### src/rtl/ahb2_pkg.sv
// Shared AHB2 encodings and small helpers for the AHB2 masters and slaves.
package ahb2_pkg;

    localparam logic [1:0]  HTRANS_IDLE   = 2'b00;
    localparam logic [1:0]  HTRANS_NONSEQ = 2'b10;
    localparam logic [1:0]  HRESP_OKAY    = 2'b00;
    localparam logic [1:0]  HRESP_ERROR   = 2'b01;
    localparam logic [2:0]  HSIZE_WORD    = 3'b010;
    localparam logic [2:0]  HBURST_SINGLE = 3'b000;
    localparam logic [31:0] ADDR_STEP     = 32'd4;

    // Byte address rounded down to its 32-bit word.
    function automatic logic [31:0] word_align(input logic [31:0] a);
        return a & 32'hFFFF_FFFC;
    endfunction

endpackage

### src/rtl/ahb2_dma_copy.sv
// Single-channel AHB2 word copier: one SINGLE read then one SINGLE write per word,
// never pipelining two transfers, with a sticky error flag and a done pulse.
module ahb2_dma_copy
    import ahb2_pkg::*;
#(
    parameter int LEN_WIDTH = 16
) (
    input  logic                 clk,
    input  logic                 rst,
    input  logic                 start,
    input  logic [31:0]          src_addr,
    input  logic [31:0]          dst_addr,
    input  logic [LEN_WIDTH-1:0] len,
    output logic                 busy,
    output logic                 done,
    output logic                 err,
    output logic [1:0]           htrans,
    output logic [31:0]          haddr,
    output logic                 hwrite,
    output logic [2:0]           hsize,
    output logic [2:0]           hburst,
    output logic [31:0]          hwdata,
    input  logic [31:0]          hrdata,
    input  logic                 hready,
    input  logic [1:0]           hresp
);

    typedef enum logic [2:0] {
        ST_IDLE  = 3'd0,
        ST_RADDR = 3'd1,
        ST_RDATA = 3'd2,
        ST_WADDR = 3'd3,
        ST_WDATA = 3'd4,
        ST_FIN   = 3'd5
    } state_t;

    state_t               r_state;
    logic [31:0]          r_src;
    logic [31:0]          r_dst;
    logic [LEN_WIDTH-1:0] r_count;
    logic [31:0]          r_buf;
    logic                 r_busy;
    logic                 r_done;
    logic                 r_err;
    logic [1:0]           r_htrans;
    logic [31:0]          r_haddr;
    logic                 r_hwrite;
    logic [31:0]          r_hwdata;

    wire w_len_zero  = (len == {LEN_WIDTH{1'b0}});
    wire w_last_word = (r_count == {{(LEN_WIDTH-1){1'b0}}, 1'b1});
    wire w_resp_err  = (hresp == HRESP_ERROR);

    // Copy sequencer; bus outputs are registered alongside the state they belong to,
    // so they stay frozen while the slave holds hready low.
    always_ff @(posedge clk) begin
        if (rst) begin
            r_state  <= ST_IDLE;
            r_src    <= 32'd0;
            r_dst    <= 32'd0;
            r_count  <= {LEN_WIDTH{1'b0}};
            r_buf    <= 32'd0;
            r_busy   <= 1'b0;
            r_done   <= 1'b0;
            r_err    <= 1'b0;
            r_htrans <= HTRANS_IDLE;
            r_haddr  <= 32'd0;
            r_hwrite <= 1'b0;
            r_hwdata <= 32'd0;
        end else begin
            r_done <= 1'b0;
            case (r_state)
                ST_IDLE: begin
                    if (start) begin
                        r_busy <= 1'b1;
                        r_err  <= 1'b0;
                        if (w_len_zero) begin
                            r_state <= ST_FIN;
                            r_done  <= 1'b1;
                        end else begin
                            r_src    <= word_align(src_addr);
                            r_dst    <= word_align(dst_addr);
                            r_count  <= len;
                            r_state  <= ST_RADDR;
                            r_htrans <= HTRANS_NONSEQ;
                            r_haddr  <= word_align(src_addr);
                            r_hwrite <= 1'b0;
                        end
                    end
                end
                ST_RADDR: begin
                    if (hready) begin
                        r_state  <= ST_RDATA;
                        r_htrans <= HTRANS_IDLE;
                    end
                end
                ST_RDATA: begin
                    if (hready) begin
                        if (w_resp_err) begin
                            // Buffer left untouched: the read data is not valid.
                            r_err   <= 1'b1;
                            r_state <= ST_FIN;
                            r_done  <= 1'b1;
                        end else begin
                            r_buf    <= hrdata;
                            r_state  <= ST_WADDR;
                            r_htrans <= HTRANS_NONSEQ;
                            r_haddr  <= r_dst;
                            r_hwrite <= 1'b1;
                        end
                    end
                end
                ST_WADDR: begin
                    if (hready) begin
                        r_state  <= ST_WDATA;
                        r_htrans <= HTRANS_IDLE;
                        r_hwdata <= r_buf;
                    end
                end
                ST_WDATA: begin
                    if (hready) begin
                        if (w_resp_err) begin
                            r_err    <= 1'b1;
                            r_state  <= ST_FIN;
                            r_done   <= 1'b1;
                            r_hwrite <= 1'b0;
                        end else begin
                            r_src   <= r_src + ADDR_STEP;
                            r_dst   <= r_dst + ADDR_STEP;
                            r_count <= r_count - {{(LEN_WIDTH-1){1'b0}}, 1'b1};
                            if (w_last_word) begin
                                r_state  <= ST_FIN;
                                r_done   <= 1'b1;
                                r_hwrite <= 1'b0;
                            end else begin
                                r_state  <= ST_RADDR;
                                r_htrans <= HTRANS_NONSEQ;
                                r_haddr  <= r_src + ADDR_STEP;
                                r_hwrite <= 1'b0;
                            end
                        end
                    end
                end
                ST_FIN: begin
                    // A start arriving here is dropped: the channel is still finishing.
                    r_state  <= ST_IDLE;
                    r_busy   <= 1'b0;
                    r_htrans <= HTRANS_IDLE;
                end
                default: begin
                    r_state  <= ST_IDLE;
                    r_busy   <= 1'b0;
                    r_htrans <= HTRANS_IDLE;
                    r_hwrite <= 1'b0;
                end
            endcase
        end
    end

    assign busy   = r_busy;
    assign done   = r_done;
    assign err    = r_err;
    assign htrans = r_htrans;
    assign haddr  = r_haddr;
    assign hwrite = r_hwrite;
    assign hwdata = r_hwdata;
    assign hsize  = HSIZE_WORD;
    assign hburst = HBURST_SINGLE;

endmodule

### config.mk
export PLATFORM = sky130hd
export DESIGN_NAME = ahb2_dma_copy
export DESIGN_NICKNAME = d
export VERILOG_FILES = /design/src/rtl/ahb2_pkg.sv /design/src/rtl/ahb2_dma_copy.sv
export SDC_FILE = /design/constraint.sdc
export NUM_CORES = 1
export LEC_CHECK = 0
export CAP_MARGIN = 40
export CORE_UTILIZATION = 40
export DETAILED_ROUTE_END_ITERATION = 7
export PLACE_DENSITY = 0.69
export SLEW_MARGIN = 25
export SYNTH_ARGS = -nofsm -noshare
export SYNTH_HDL_FRONTEND = slang
export SYNTH_SLANG_ARGS = --single-unit
export TNS_END_PERCENT = 30
### constraint.sdc
create_clock -name clk -period 6.49 [get_ports clk]
set_input_delay 1.298 -clock clk [delete_from_list [all_inputs] [get_ports clk]]
set_output_delay 1.298 -clock clk [all_outputs]
set_load 0.02 [all_outputs]
==> impl_metrics.tcl <==
set metrics [dict create \
    post_cts_buffers 0 \
    cts_max_level 4 \
    io_buffers 182 \
    drc_errors 0 \
    synth-main-ff-cell "dfxtp_1" \
    cts_root_buf "clkbuf_16" \
    rsz0062_at_grt "false" \
    drtIter0Drc 921 \
    regToRegSetupSlack_ns 3.00 \
    route.vias.total 9722 \
    n_fill_cell 2209 \
    cts_resized 0 \
    setup_viol 0 \
    syn_inst 1273 \
    post-route-period-util_pct 61.3 \
    slew_viol_final 0 \
    clkTransAtPathRegs_ns 0.08 \
    fmax_mhz 251 \
    grt_max_degree 78 \
    cts.sinks 179 \
    via_per_inst 5.70 \
    netlist_area_um2 9360 \
    ir_drop_mv 0.169 \
    synth_edf_count 0 \
    p_per_area_nw_per_um2 236 \
    fp.dieH_um 155 \
    layout_commonest_cell "nand2_1" \
    timing_worst_slew_pin_value_ns 0.867 \
    yosysUniqueCellTypes 70 \
    ff2ff_path_depth 6 \
    crit_type "in -> reg" \
    end_kind "flop" \
    critPathLaunch "start" \
    placementRows 55 \
    critPathArrivalTime_ns 4.33 \
    finalWirelength_um 29700 \
    antenna_found_initial 0 \
    io_pins 194 \
    clockBufferDepth 2 \
    clock_latency_ns 0.45 \
    async_reset_ff_share_pct 0 \
    fp.dieArea_um2 24000 \
    relSlewSlack_pct 42.1 \
    yosysSeqAreaShare_pct 38.3 \
    area_growth_pct 27.1 \
    ys_seq_elements 179 \
    place_congestion 0.917 \
    cts_hold_buffers 0 \
    grt_pass1_vias 8654 \
    crit_end "r_src[28]$_SDFFE_PP0P_" \
    grt.total_usage_pct 24.5 \
    nets 1503 \
    wire_per_inst_um 17.4 \
    status "finished, final reports clean" \
    grt_first_pass_wirelength_um 46500 \
    numCtsBuffers 17 \
    drive_gt1_share_pct 5.67 \
    cts_tree "done" \
    dieWidth_um 155 \
    maxCapViolations 0 \
    most-common-layout-cells "nand2_1, clkdlybuf4s50_1, dfxtp_1" \
    critical_path.max_fanout 39 \
    ant_nets 0 \
    finClkSkew_ns 0.0133 \
    dp_hpwl_um 20000 \
    yosysWarningCount 0 \
    avgSynthCellArea_um2 7.35 \
    synth_top_area_share_pct 38.3 \
    hold_path.class "reg -> reg" \
    pre_cts_ws_ns 2.16 \
    hold_violations 0 \
    core_area_um2 22800 \
    tns_ns 0 \
    grt-ovfl-total 0 \
    min_path_cells 2 \
    period_minus_slack_ns 3.98 \
    yosys.area.top_type "dfxtp_1" \
    power.leakage_nw 4.08 \
    dr.pass1.iters 5 \
    synth.area.top_cells "dfxtp_1, nand2_1, a21oi_1" \
    worst_slack_ns 2.51 \
    reg2reg_to "r_dst[13]$_SDFFE_PP0P_" \
    crit_required_ns 6.84 \
    reg2reg_from "r_state[2]$_SDFFE_PP0P_" \
    antennaDiodeCount 0 \
    startpoint_type "primary input" \
    start_util_pct 41.1 \
]
[metrics by stage]
stage	instances	area (um2)	hold slack [ns]	total power [mW]	utilization, %
final	1707	11900	0.453	2.80	52.2
after global routing	1707	11900	0.470	2.91	52.2
after CTS	1706	11900	0.454	2.81	52.1
after detailed placement	1674	11300	0.442	1.77	49.4
after global placement	1673	11200	0.436	1.76	49.4
after floorplan	1278	9380	0.432	1.56	-
[worst min path at each step]
| stage | startpoint | to | slack, ns |
|---|---|---|---|
| final | r_buf[7]$_SDFFE_PP0P_ | hwdata[7]$_SDFFE_PP0P_ | 0.45 |
| after global routing | r_buf[23]$_SDFFE_PP0P_ | hwdata[23]$_SDFFE_PP0P_ | 0.47 |
| after CTS | r_buf[11]$_SDFFE_PP0P_ | hwdata[11]$_SDFFE_PP0P_ | 0.45 |
| after detailed placement | r_buf[7]$_SDFFE_PP0P_ | hwdata[7]$_SDFFE_PP0P_ | 0.44 |
| after global placement | r_buf[26]$_SDFFE_PP0P_ | hwdata[26]$_SDFFE_PP0P_ | 0.44 |
| after floorplan | r_buf[12]$_SDFFE_PP0P_ | hwdata[12]$_SDFFE_PP0P_ | 0.43 |
[flip-flops by register name, summed over array words and instances (netlist names)]
| signal | cells |
|---|---|
| r_buf | 32 |
| err | 1 |
| htrans | 1 |
| r_dst | 30 |
| haddr | 31 |
| r_state | 3 |
| busy | 1 |
| hwdata | 32 |
| r_count | 16 |
| hwrite | 1 |
| done | 1 |
| r_src | 30 |
[logic make-up after synthesis]
kind of cell	count (synthesis)	share of synthesized area (%)
fa+ha+maj	4	0.535
xor+xnor	23	2.15
flops	179	38.3
simple gates	559	27.7
compound gates	374	24.8
mux	3	0.347
buf+inv	129	6.08
other cells	2	0.0802
[per-layer routing]
metal | global-route usage [%] | up-vias | routed length (um)
met5 | 0 | - | 0
met4 | 8.06 | 0 | 626
met3 | 4.74 | 37 | 2170
met2 | 40.3 | 395 | 14100
met1 | 32.0 | 4552 | 12800
li1 | - | 4738 | -
[synth_stat cells (11+ instances only)]
| cell type | number |
|---|---|
| nor3_1 | 32 |
| a311oi_1 | 12 |
| xnor2_1 | 11 |
| a21oi_1 | 153 |
| and4_1 | 11 |
| a31oi_1 | 17 |
| nor2_1 | 111 |
| a211oi_1 | 25 |
| inv_1 | 13 |
| nor4_1 | 16 |
| nand3_1 | 37 |
| o31ai_1 | 16 |
| o21ai_0 | 77 |
| buf_4 | 11 |
| nand2_1 | 253 |
| nand4_1 | 18 |
| nand2b_1 | 16 |
| xor2_1 | 12 |
| buf_2 | 23 |
| clkbuf_1 | 75 |
| dfxtp_1 | 179 |
[critical path, cell delays in order]
cell             delay [ns]
clkdlybuf4s50_1        0.55
nor2_1                 0.08
a211oi_1               0.54
o41ai_4                0.18
buf_4                  0.24
nor2_4                 0.54
buf_4                  0.54
nor2_1                 0.08
a311oi_1               0.27
[power by group]
| part | total, mW | leakage, nW | internal (mW) | switching (mW) |
|---|---|---|---|---|
| Combinational | 0.501 | 2.33 | 0.221 | 0.280 |
| Clock | 1.04 | 0.288 | 0.524 | 0.521 |
| Sequential | 1.26 | 1.46 | 1.17 | 0.0889 |
| Total | 2.80 | 4.08 | 1.91 | 0.890 |
[area by class of cell]
cell class	count	area, um2	area share, %
Tap cell	313	392	3.29
Clock buffer	17	425	3.58
Timing Repair Buffer	200	1970	16.6
Clock inverter	15	186	1.57
Multi-Input combinational cell	970	5290	44.5
Sequential cell	179	3580	30.1
Inverter	13	48.8	0.410
Note: power is estimated with default switching activity, not from simulation.
